==> src/rtl/uart_tx_mode_ctrl_if.sv <==
// Received-byte bus feeding the TX mode decoder.
// One byte per cycle in which idata_valid is high.
// No backpressure: the consumer accepts every strobed byte.
interface uart_tx_mode_ctrl_if;
  logic [7:0] idata;
  logic       idata_valid;

  modport master (output idata, output idata_valid);
  modport slave  (input  idata, input  idata_valid);
endinterface

==> src/rtl/uart_tx_mode_ctrl.sv <==
// UART TX mode/rate command decoder: IDLE / NORMAL / CONTROL selected by strobed ASCII bytes.
// Latency: one cycle; every output reflects the byte sampled at the previous edge.
// No backpressure: each valid byte is consumed in the cycle it is presented.
module uart_tx_mode_ctrl #(
  parameter logic [7:0] RATE_DEFAULT = 8'h31,
  parameter logic [7:0] RATE_CODE0   = 8'h31,
  parameter logic [7:0] RATE_CODE1   = 8'h35,
  parameter logic [7:0] RATE_CODE2   = 8'h41,
  parameter int         TIMEOUT_CYC  = 1000000,
  parameter int         TMO_W        = 20
) (
  input  logic                       clk,
  input  logic                       reset,
  uart_tx_mode_ctrl_if.slave         rx,
  input  logic                       iSTART,
  output logic                       oTX_INITIAL,
  output logic                       oTX_NORMAL,
  output logic                       oTX_START_CONTROL,
  output logic [7:0]                 oTX_rate,
  output logic                       oRATE_UPDATE,
  output logic                       oCMD_ERR,
  output logic                       oTIMEOUT
);

  typedef enum logic [1:0] {
    ST_IDLE    = 2'd0,
    ST_NORMAL  = 2'd1,
    ST_CONTROL = 2'd2
  } state_t;

  // Last counter value before abort; unused when the timeout is disabled.
  localparam logic [TMO_W-1:0] TMO_LAST = (TIMEOUT_CYC > 0) ? TMO_W'(TIMEOUT_CYC - 1) : '0;
  localparam bit               TMO_EN   = (TIMEOUT_CYC > 0);

  state_t           state, state_n;
  logic [7:0]       pending, pending_n;
  logic [7:0]       rate_n;
  logic [TMO_W-1:0] cnt, cnt_n;
  logic             upd_n, err_n, tmo_n;

  logic is_m, is_c, is_f, is_rate;

  // Byte classification, qualified by the strobe so held data is never decoded.
  always_comb begin
    is_m    = rx.idata_valid && (rx.idata == 8'h4D || rx.idata == 8'h6D);
    is_c    = rx.idata_valid && (rx.idata == 8'h43 || rx.idata == 8'h63);
    is_f    = rx.idata_valid && (rx.idata == 8'h46 || rx.idata == 8'h66);
    is_rate = rx.idata_valid && (rx.idata == RATE_CODE0 || rx.idata == RATE_CODE1 ||
                                 rx.idata == RATE_CODE2);
  end

  // Next-state, staged rate, timeout counter and pulse decode.
  always_comb begin
    state_n   = state;
    pending_n = pending;
    rate_n    = oTX_rate;
    cnt_n     = cnt;
    upd_n     = 1'b0;
    err_n     = 1'b0;
    tmo_n     = 1'b0;
    case (state)
      ST_IDLE: begin
        if (is_m) begin
          state_n   = ST_CONTROL;
          pending_n = oTX_rate;
          cnt_n     = '0;
        end else if (iSTART) begin
          state_n = ST_NORMAL;
        end
      end
      ST_NORMAL: begin
        if (is_m) begin
          state_n   = ST_CONTROL;
          pending_n = oTX_rate;
          cnt_n     = '0;
        end else if (is_c) begin
          state_n = ST_IDLE;
          rate_n  = RATE_DEFAULT;
        end
      end
      ST_CONTROL: begin
        if (rx.idata_valid) begin
          cnt_n = '0;
          if (is_rate) begin
            pending_n = rx.idata;
          end else if (is_f) begin
            state_n = ST_NORMAL;
            rate_n  = pending;
            upd_n   = 1'b1;
          end else begin
            err_n = 1'b1;
          end
        end else if (TMO_EN) begin
          if (cnt == TMO_LAST) begin
            // Abort: the staged rate is dropped and the default restored.
            state_n = ST_IDLE;
            rate_n  = RATE_DEFAULT;
            tmo_n   = 1'b1;
          end else begin
            cnt_n = cnt + 1'b1;
          end
        end
      end
      default: begin
        state_n = ST_IDLE;
      end
    endcase
  end

  // State and output registers; mode outputs are flopped from the next state so they stay one-hot.
  always_ff @(posedge clk) begin
    if (reset) begin
      state             <= ST_IDLE;
      pending           <= RATE_DEFAULT;
      cnt               <= '0;
      oTX_rate          <= RATE_DEFAULT;
      oTX_INITIAL       <= 1'b1;
      oTX_NORMAL        <= 1'b0;
      oTX_START_CONTROL <= 1'b0;
      oRATE_UPDATE      <= 1'b0;
      oCMD_ERR          <= 1'b0;
      oTIMEOUT          <= 1'b0;
    end else begin
      state             <= state_n;
      pending           <= pending_n;
      cnt               <= cnt_n;
      oTX_rate          <= rate_n;
      oTX_INITIAL       <= (state_n == ST_IDLE);
      oTX_NORMAL        <= (state_n == ST_NORMAL);
      oTX_START_CONTROL <= (state_n == ST_CONTROL);
      oRATE_UPDATE      <= upd_n;
      oCMD_ERR          <= err_n;
      oTIMEOUT          <= tmo_n;
    end
  end

endmodule

==> src/flat_wrapper.sv <==
// flat-port wrapper written by rule: the top's interface ports become plain ports
module uart_tx_mode_ctrl_flat 
#(
  parameter logic [7:0] RATE_DEFAULT = 8'h31,
  parameter logic [7:0] RATE_CODE0   = 8'h31,
  parameter logic [7:0] RATE_CODE1   = 8'h35,
  parameter logic [7:0] RATE_CODE2   = 8'h41,
  parameter int         TIMEOUT_CYC  = 1000000,
  parameter int         TMO_W        = 20
)
  (clk, reset, iSTART, oTX_INITIAL, oTX_NORMAL, oTX_START_CONTROL, oTX_rate, oRATE_UPDATE, oCMD_ERR, oTIMEOUT, rx_idata, rx_idata_valid);
  uart_tx_mode_ctrl_if rx_i ();
  input  logic clk;
  input  logic reset;
  input  logic iSTART;
  output logic oTX_INITIAL;
  output logic oTX_NORMAL;
  output logic oTX_START_CONTROL;
  output logic [7:0] oTX_rate;
  output logic oRATE_UPDATE;
  output logic oCMD_ERR;
  output logic oTIMEOUT;
  input wire logic [$bits(rx_i.idata)-1:0] rx_idata;
  input wire logic [$bits(rx_i.idata_valid)-1:0] rx_idata_valid;
  assign rx_i.idata = rx_idata;
  assign rx_i.idata_valid = rx_idata_valid;
  uart_tx_mode_ctrl #(.RATE_DEFAULT(RATE_DEFAULT), .RATE_CODE0(RATE_CODE0), .RATE_CODE1(RATE_CODE1), .RATE_CODE2(RATE_CODE2), .TIMEOUT_CYC(TIMEOUT_CYC), .TMO_W(TMO_W)) u_core (.clk(clk), .reset(reset), .rx(rx_i), .iSTART(iSTART), .oTX_INITIAL(oTX_INITIAL), .oTX_NORMAL(oTX_NORMAL), .oTX_START_CONTROL(oTX_START_CONTROL), .oTX_rate(oTX_rate), .oRATE_UPDATE(oRATE_UPDATE), .oCMD_ERR(oCMD_ERR), .oTIMEOUT(oTIMEOUT));
endmodule
==> config.mk <==
export PLATFORM = sky130hd
export DESIGN_NAME = uart_tx_mode_ctrl_flat
export DESIGN_NICKNAME = d
export VERILOG_FILES = /design/src/rtl/uart_tx_mode_ctrl_if.sv /design/src/rtl/uart_tx_mode_ctrl.sv /design/src/flat_wrapper.sv
export SDC_FILE = /design/constraint.sdc
export NUM_CORES = 1
export LEC_CHECK = 0
export CORE_AREA = 2 2 92 94
export DETAILED_ROUTE_END_ITERATION = 8
export DIE_AREA = 0 0 94 96
export PLACE_DENSITY = 0.56
export REMOVE_ABC_BUFFERS = 1
export SKIP_CTS_REPAIR_TIMING = 1
export SYNTH_ARGS = -nofsm -noshare
export SYNTH_HDL_FRONTEND = slang
export SYNTH_SLANG_ARGS = --single-unit
export TNS_END_PERCENT = 10
==> constraint.sdc <==
create_clock -name clk -period 5.5 [get_ports clk]
set_clock_uncertainty 0.05 [all_clocks]
set_input_delay 1.65 -clock clk [delete_from_list [all_inputs] [get_ports clk]]
set_output_delay 1.65 -clock clk [all_outputs]
set_load 0.01 [all_outputs]
==> Word-level counts from Yosys, hierarchy flattened <==
Index checks and enable logic that the tools add are counted.
{ "totals": {"in_bits": 12, "word_cells": 82, "register_bits": 44, "output_inout_bits": 14} }
{ "classes": {"n_mux": 27, "eq_ne": 23, "add_sub_neg": 1, "n_reduce_logical": 19, "n_bitwise": 2} }
{ "ops": {"columns": ["op", "n"], "rows": [
  ["two-way mux 8 bit", 9],
  ["two-way mux 20 bit", 3],
  ["== test 8 x 7 -> 1 bit (second input constant)", 7],
  ["one-hot mux 20 bit (2 select lines)", 1],
  ["one-hot mux 8 bit (2 select lines)", 2],
  ["adder 20 x 1 -> 20 bit (second input constant)", 1],
  ["== test 20 bit (second input constant)", 1],
  ["== test 8 x 6 -> 1 bit (second input constant)", 2],
  ["two-way mux 2 bit", 8],
  ["inequality test 2 x 1 -> 1 bit (second input constant)", 3],
  ["inequality test 3 x 2 -> 1 bit (second input constant)", 2],
  ["inequality test 3 bit (second input constant)", 2],
  ["one-hot mux 2 bit (3 select lines)", 1],
  ["AND reduction 6 bit", 1],
  ["logical OR 1 bit", 5],
  ["== test 2 x 1 -> 1 bit (second input constant)", 2],
  ["== test 2 bit (second input constant)", 2],
  ["logical AND 1 bit", 4],
  ["logical NOT 2 bit", 2],
  ["inequality test 2 bit (second input constant)", 2],
  ["AND reduction 4 bit", 1],
  ["nonzero test 2 bit", 2],
  ["OR reduction 4 bit", 1],
  ["two-way mux 1 bit", 3],
  ["other kinds (4)", 5]
]} }

==> Depth between registers and ports, before layout <==
{ "depth": {"depth_word": 8, "ltp_mapped": 8, "depth_no_buf": 6} }

==> Worst setup path before layout <==
Ideal clock, no wire load.
{ "synth_timing": {"kind": "input -> register", "from": "input port rx_idata[2]", "to": "register u_core.pending[4]", "t_arrival_ps": 3121, "setup_time_ps": 129, "required_time_ps": 5321, "n_path_buf": 1, "path_stages": 6, "setup_slack_ps": 2200, "path_cell_list": "or4b_4 > a2111oi_4 > o221ai_2 > buf_6 > a2111oi_2 > a21oi_1"} }
{ "synth_via": {"elab_chain_len": 6, "word_cells_on_any_way": 13, "cone_classes": "eq/ne: 7; reduce/logical: 6"} }
{ "synth_rtl": {"columns": ["item", "line", "text"], "rows": [
  ["start, declared", "flat_wrapper.sv:23", "input wire logic [$bits(rx_i.idata)-1:0] rx_idata;"],
  ["== test 8 x 6 -> 1 bit", "uart_tx_mode_ctrl.sv:48", "is_rate = rx.idata_valid && (rx.idata == RATE_CODE0 || rx.idata == RATE_CODE1 ||"],
  ["logical OR 1 bit (2 in series)", "uart_tx_mode_ctrl.sv:48", null],
  ["logical AND 1 bit", "uart_tx_mode_ctrl.sv:48", null],
  ["inequality test 2 x 1 -> 1 bit (no line)", null, null],
  ["AND reduction 4 bit (no line) *", null, null],
  ["end signal, assigned", "uart_tx_mode_ctrl.sv:125", "pending <= pending_n;"],
  ["end, declared", "uart_tx_mode_ctrl.sv:36", "logic [7:0] pending, pending_n;"]
]} }
Every way passes the cells marked *; elsewhere a longest branch is shown, timed or not.
A chain may end at the register's enable or synchronous reset.

==> Worst setup path after layout <==
{ "layout_timing": {"from": "input port rx_idata[4]", "to": "register u_core.cnt[15]"} }
{ "layout_via": {"elab_chain_len": 5, "word_cells_on_any_way": 6, "cone_classes": "eq/ne: 3; reduce/logical: 3"} }
{ "layout_rtl": {"columns": ["item", "line", "text"], "rows": [
  ["== test 8 x 7 -> 1 bit", "uart_tx_mode_ctrl.sv:45", "is_m = rx.idata_valid && (rx.idata == 8'h4D || rx.idata == 8'h6D);"],
  ["logical OR 1 bit *", "uart_tx_mode_ctrl.sv:45", null],
  ["logical AND 1 bit *", "uart_tx_mode_ctrl.sv:45", null],
  ["inequality test 2 x 1 -> 1 bit (no line) *", null, null],
  ["AND reduction 3 bit (no line) *", null, null],
  ["end signal, assigned", "uart_tx_mode_ctrl.sv:126", "cnt <= cnt_n;"],
  ["end, declared", "uart_tx_mode_ctrl.sv:38", "logic [TMO_W-1:0] cnt, cnt_n;"]
]} }
Marks and branches as above.

==> run_results.csv <==
group,metric,value,unit
grt,grtUsageMet1,16.1,%
power,irDropWorstVdd,0.0000919,V
power,switching_share,23.4,%
cts,path_clk_slew,0.09,ns
detailed_routing,drcViolationCount,0,
grt,antenna_found_initial,0,
finish,area.growth.synth_to_final,18.7,%
worst_setup_path,r2r_end,"u_core.cnt[15]$_SDFFE_PP0P_",
detailed_routing,drt_iter0_markers,98,
finish,final_nets,291,
timing,tightestPinTransition,0.720,ns
power,netSwitchingPower,0.000150,W
floorplanning,io_pins,26,
synthesis,ys_types,59,
cts,cts_buffer_depth,2,
placement,port_buffers,25,
worst_setup_path,critPathLaunch,"rx_idata[4]",
synthesis,syn_area_per_cell,9.19,um2
timing,max_slew_margin,52.0,%
detailed_routing,routed_via_density,5.21,
worst_setup_path,reg2reg_from,"u_core.state[1]$_SDFF_PP0_",
floorplanning,dieArea,0.00902,mm2
worst_setup_path,reg2regPathDepth,6,
synthesis,syn-cell-area,0.00233,mm2
detailed_routing,wire_per_inst,13.6,um
power,p_leak,0.865,nW
grt,use_met3,2.82,%
synthesis,seq_area_frac_synth,37.9,%
finish,diodes,0,
cts,cts_tree,"done",
floorplanning,die_x,94,um
synthesis,ys_warn_count,0,
floorplanning,die-height,96,um
timing,post-route-period-util,69.0,%
outcome,outcome,"completed",
power,comb_power_share,8.6,%
detailed_routing,drtPass1Iterations,6,
grt,globalRoute.busiestLayer,"met2",
worst_setup_path,worstPathRequired,5.68,ns
timing,setup_ws,1.70,ns
detailed_routing,via_count,1979,
cts,clk_latency,0.30,ns
timing,hold_viol,0,
synthesis,syn_inst,253,
timing,hold_ws,0.414,ns
power,powerDensity,233,mW/mm2
grt,gr-total-overflow,0,
worst_setup_path,cp_max_fo,20,
worst_setup_path,end_kind,"register",
placement,pre_cts_slack,1.42,ns
grt,grt_max_degree,21,
cts,cts_buffers,5,
cts,clock-sinks,44,
grt,global_route.usage.met2,19.2,%
timing,rsz0062_at_grt,"no",
detailed_routing,drt-total-wl,5170,um
placement,dp_hpwl,3650,um
worst_setup_path,critPathSlowestCell,"or4_1",
synthesis,synth_edf_count,0,
grt,grt_pass1_vias,1810,
finish,final_core_util,34.3,%
grt,grt.total_usage,12.2,%
cts,htree_levels,2,
cts,cts-root-buf,"clkbuf_8",
power,p_int,0.000492,W
worst_setup_path,cp.arrival,3.98,ns
power,clkPwrFrac,41.2,%
finish,layout-drive-gt1-share,10.5,%
floorplanning,rows,33,
synthesis,async_reset_ff_share,0,%
hold_path,hold_path.class,"register to register",
worst_setup_path,slowest_delay,0.63,ns
timing,period_needed,3.80,ns
timing,clock.fmax,263,MHz
worst_setup_path,critical_path_class,"input pin to register",
detailed_routing,ant_nets,0,
synthesis,synth_seq_cells,44,
worst_setup_path,path_cells,"clkdlybuf4s50_1 > nand4bb_1 > o22ai_2 > nand2_1 > or4_1 > a21oi_1",
worst_setup_path,reg2reg_slack,3.07,ns
placement,gp_congestion,0.816,
floorplanning,fp.coreArea,0.00805,mm2
power,pwr-share-seq,50.3,%
worst_setup_path,endpoint,"u_core.cnt[15]$_SDFFE_PP0P_",
job,max_cap_viol_count,0,
worst_setup_path,start_kind,"input pin",
timing,finalMaxSlewViolations,0,
floorplanning,start_util,28.9,%
timing,setup_viol,0,
timing,setup_tns,0,ns
synthesis,synthFlopType,"dfxtp_1",
grt,grt_pass1_wl,8740,um
## how the worst min path moves through the flow
stage / start / endpoint / slack [ns] / cells after the start
after global placement: u_core.pending[1]$_SDFFE_PP0P_ / u_core.oTX_rate[1]$_SDFFE_PP0P_ / 0.40 / 2
after global routing: u_core.pending[1]$_SDFFE_PP0P_ / u_core.oTX_rate[1]$_SDFFE_PP0P_ / 0.45 / 2
after floorplan: u_core.pending[1]$_SDFFE_PP0P_ / u_core.oTX_rate[1]$_SDFFE_PP0P_ / 0.38 / 2
after detailed placement: u_core.pending[2]$_SDFFE_PP0P_ / u_core.oTX_rate[2]$_SDFFE_PP0P_ / 0.40 / 2
after CTS: u_core.pending[2]$_SDFFE_PP0P_ / u_core.oTX_rate[2]$_SDFFE_PP0P_ / 0.42 / 2
final: u_core.pending[2]$_SDFFE_PP0P_ / u_core.oTX_rate[2]$_SDFFE_PP0P_ / 0.41 / 2
## synth_stat cells, types with 5 or more instances
cell      instances  area [um2]
mux2_2            5        56.3
a21oi_1          21         105
inv_1             5        18.8
nand3_1           5        25.0
nand4_1           6        37.5
o21ai_0           9        45.0
xnor2_1           7        61.3
nand2b_1          6        37.5
nor2_1           20        75.1
clkbuf_1          5        18.8
mux2i_1           5        50.1
o31ai_1           9        67.6
dfxtp_1          44         881
or4_1            10        75.1
nand2_1          15        56.3
nor3_1            6        30.0
ha_1              5        62.6
nor4_1            7        43.8
## logic make-up (layout without fill, tap and decap cells)
family | after synthesis | after routing | share of synthesized area (%)
xor+xnor | 8 | 8 | 3.01
buf+inv | 18 | 40 | 4.41
simple gates | 106 | 106 | 27.9
fa+ha+maj | 5 | 5 | 2.69
flops | 44 | 44 | 37.9
mux | 10 | 10 | 4.57
compound gates | 62 | 62 | 19.5
## power groups by stage
stage | Sequential (W) | Clock, W | Combinational [W]
after detailed placement | 0.000330 | 0 | 0.0000544
final | 0.000323 | 0.000264 | 0.0000549
after global routing | 0.000323 | 0.000287 | 0.0000600
after floorplan | 0.000331 | 0 | 0.0000271
after global placement | 0.000330 | 0 | 0.0000539
after CTS | 0.000323 | 0.000273 | 0.0000546
## state kept, by name (all words and copies together), names as in the netlist
| signal | flops |
|---|---|
| u_core.oRATE_UPDATE | 1 |
| u_core.oTX_INITIAL | 1 |
| u_core.oTX_NORMAL | 1 |
| u_core.pending | 8 |
| u_core.oCMD_ERR | 1 |
| u_core.cnt | 20 |
| u_core.oTIMEOUT | 1 |
| u_core.oTX_START_CONTROL | 1 |
| u_core.state | 2 |
| u_core.oTX_rate | 8 |
## layout make-up
cell class              instances  area (um2)
fillers                       822        5290
clock buffers                   6        82.6
inverters                       5        18.8
multi-input cells             191        1340
clock inverters                 2        38.8
well taps                     105         131
repair buffers                 27         265
flip-flops and latches         44         881
## per-layer routing
metal	vias up	routed length [um]
li1	1005	-
met1	945	2560
met4	0	81
met2	23	2380
met3	6	151
met5	-	0
## placed cells by master (no fill, tap or decap), drive strengths merged, types with 7 or more instances in the layout
cell and count:
clkdlybuf4s50 25, xnor2 7, nor2 20, a21oi 21, o31ai 9, nor4 7, dfxtp 44, nand2 15
or4 10, o21ai 9
## per-stage QoR
step | area [um2] | instances | power, W
finish | 2760 | 380 | 0.000642
CTS | 2760 | 380 | 0.000650
global placement | 2640 | 372 | 0.000384
floorplan | 2240 | 240 | 0.000358
global route | 2760 | 380 | 0.000670
detailed placement | 2640 | 372 | 0.000385
## critical path, delay by kind of cell
family | cells | cell delay [ns]
buffers and inverters | 1 | 0.47
AOI/OAI and AO/OA | 2 | 0.43
and+or+nand+nor | 3 | 1.42
No activity file was read; power rests on OpenSTA's default activity.
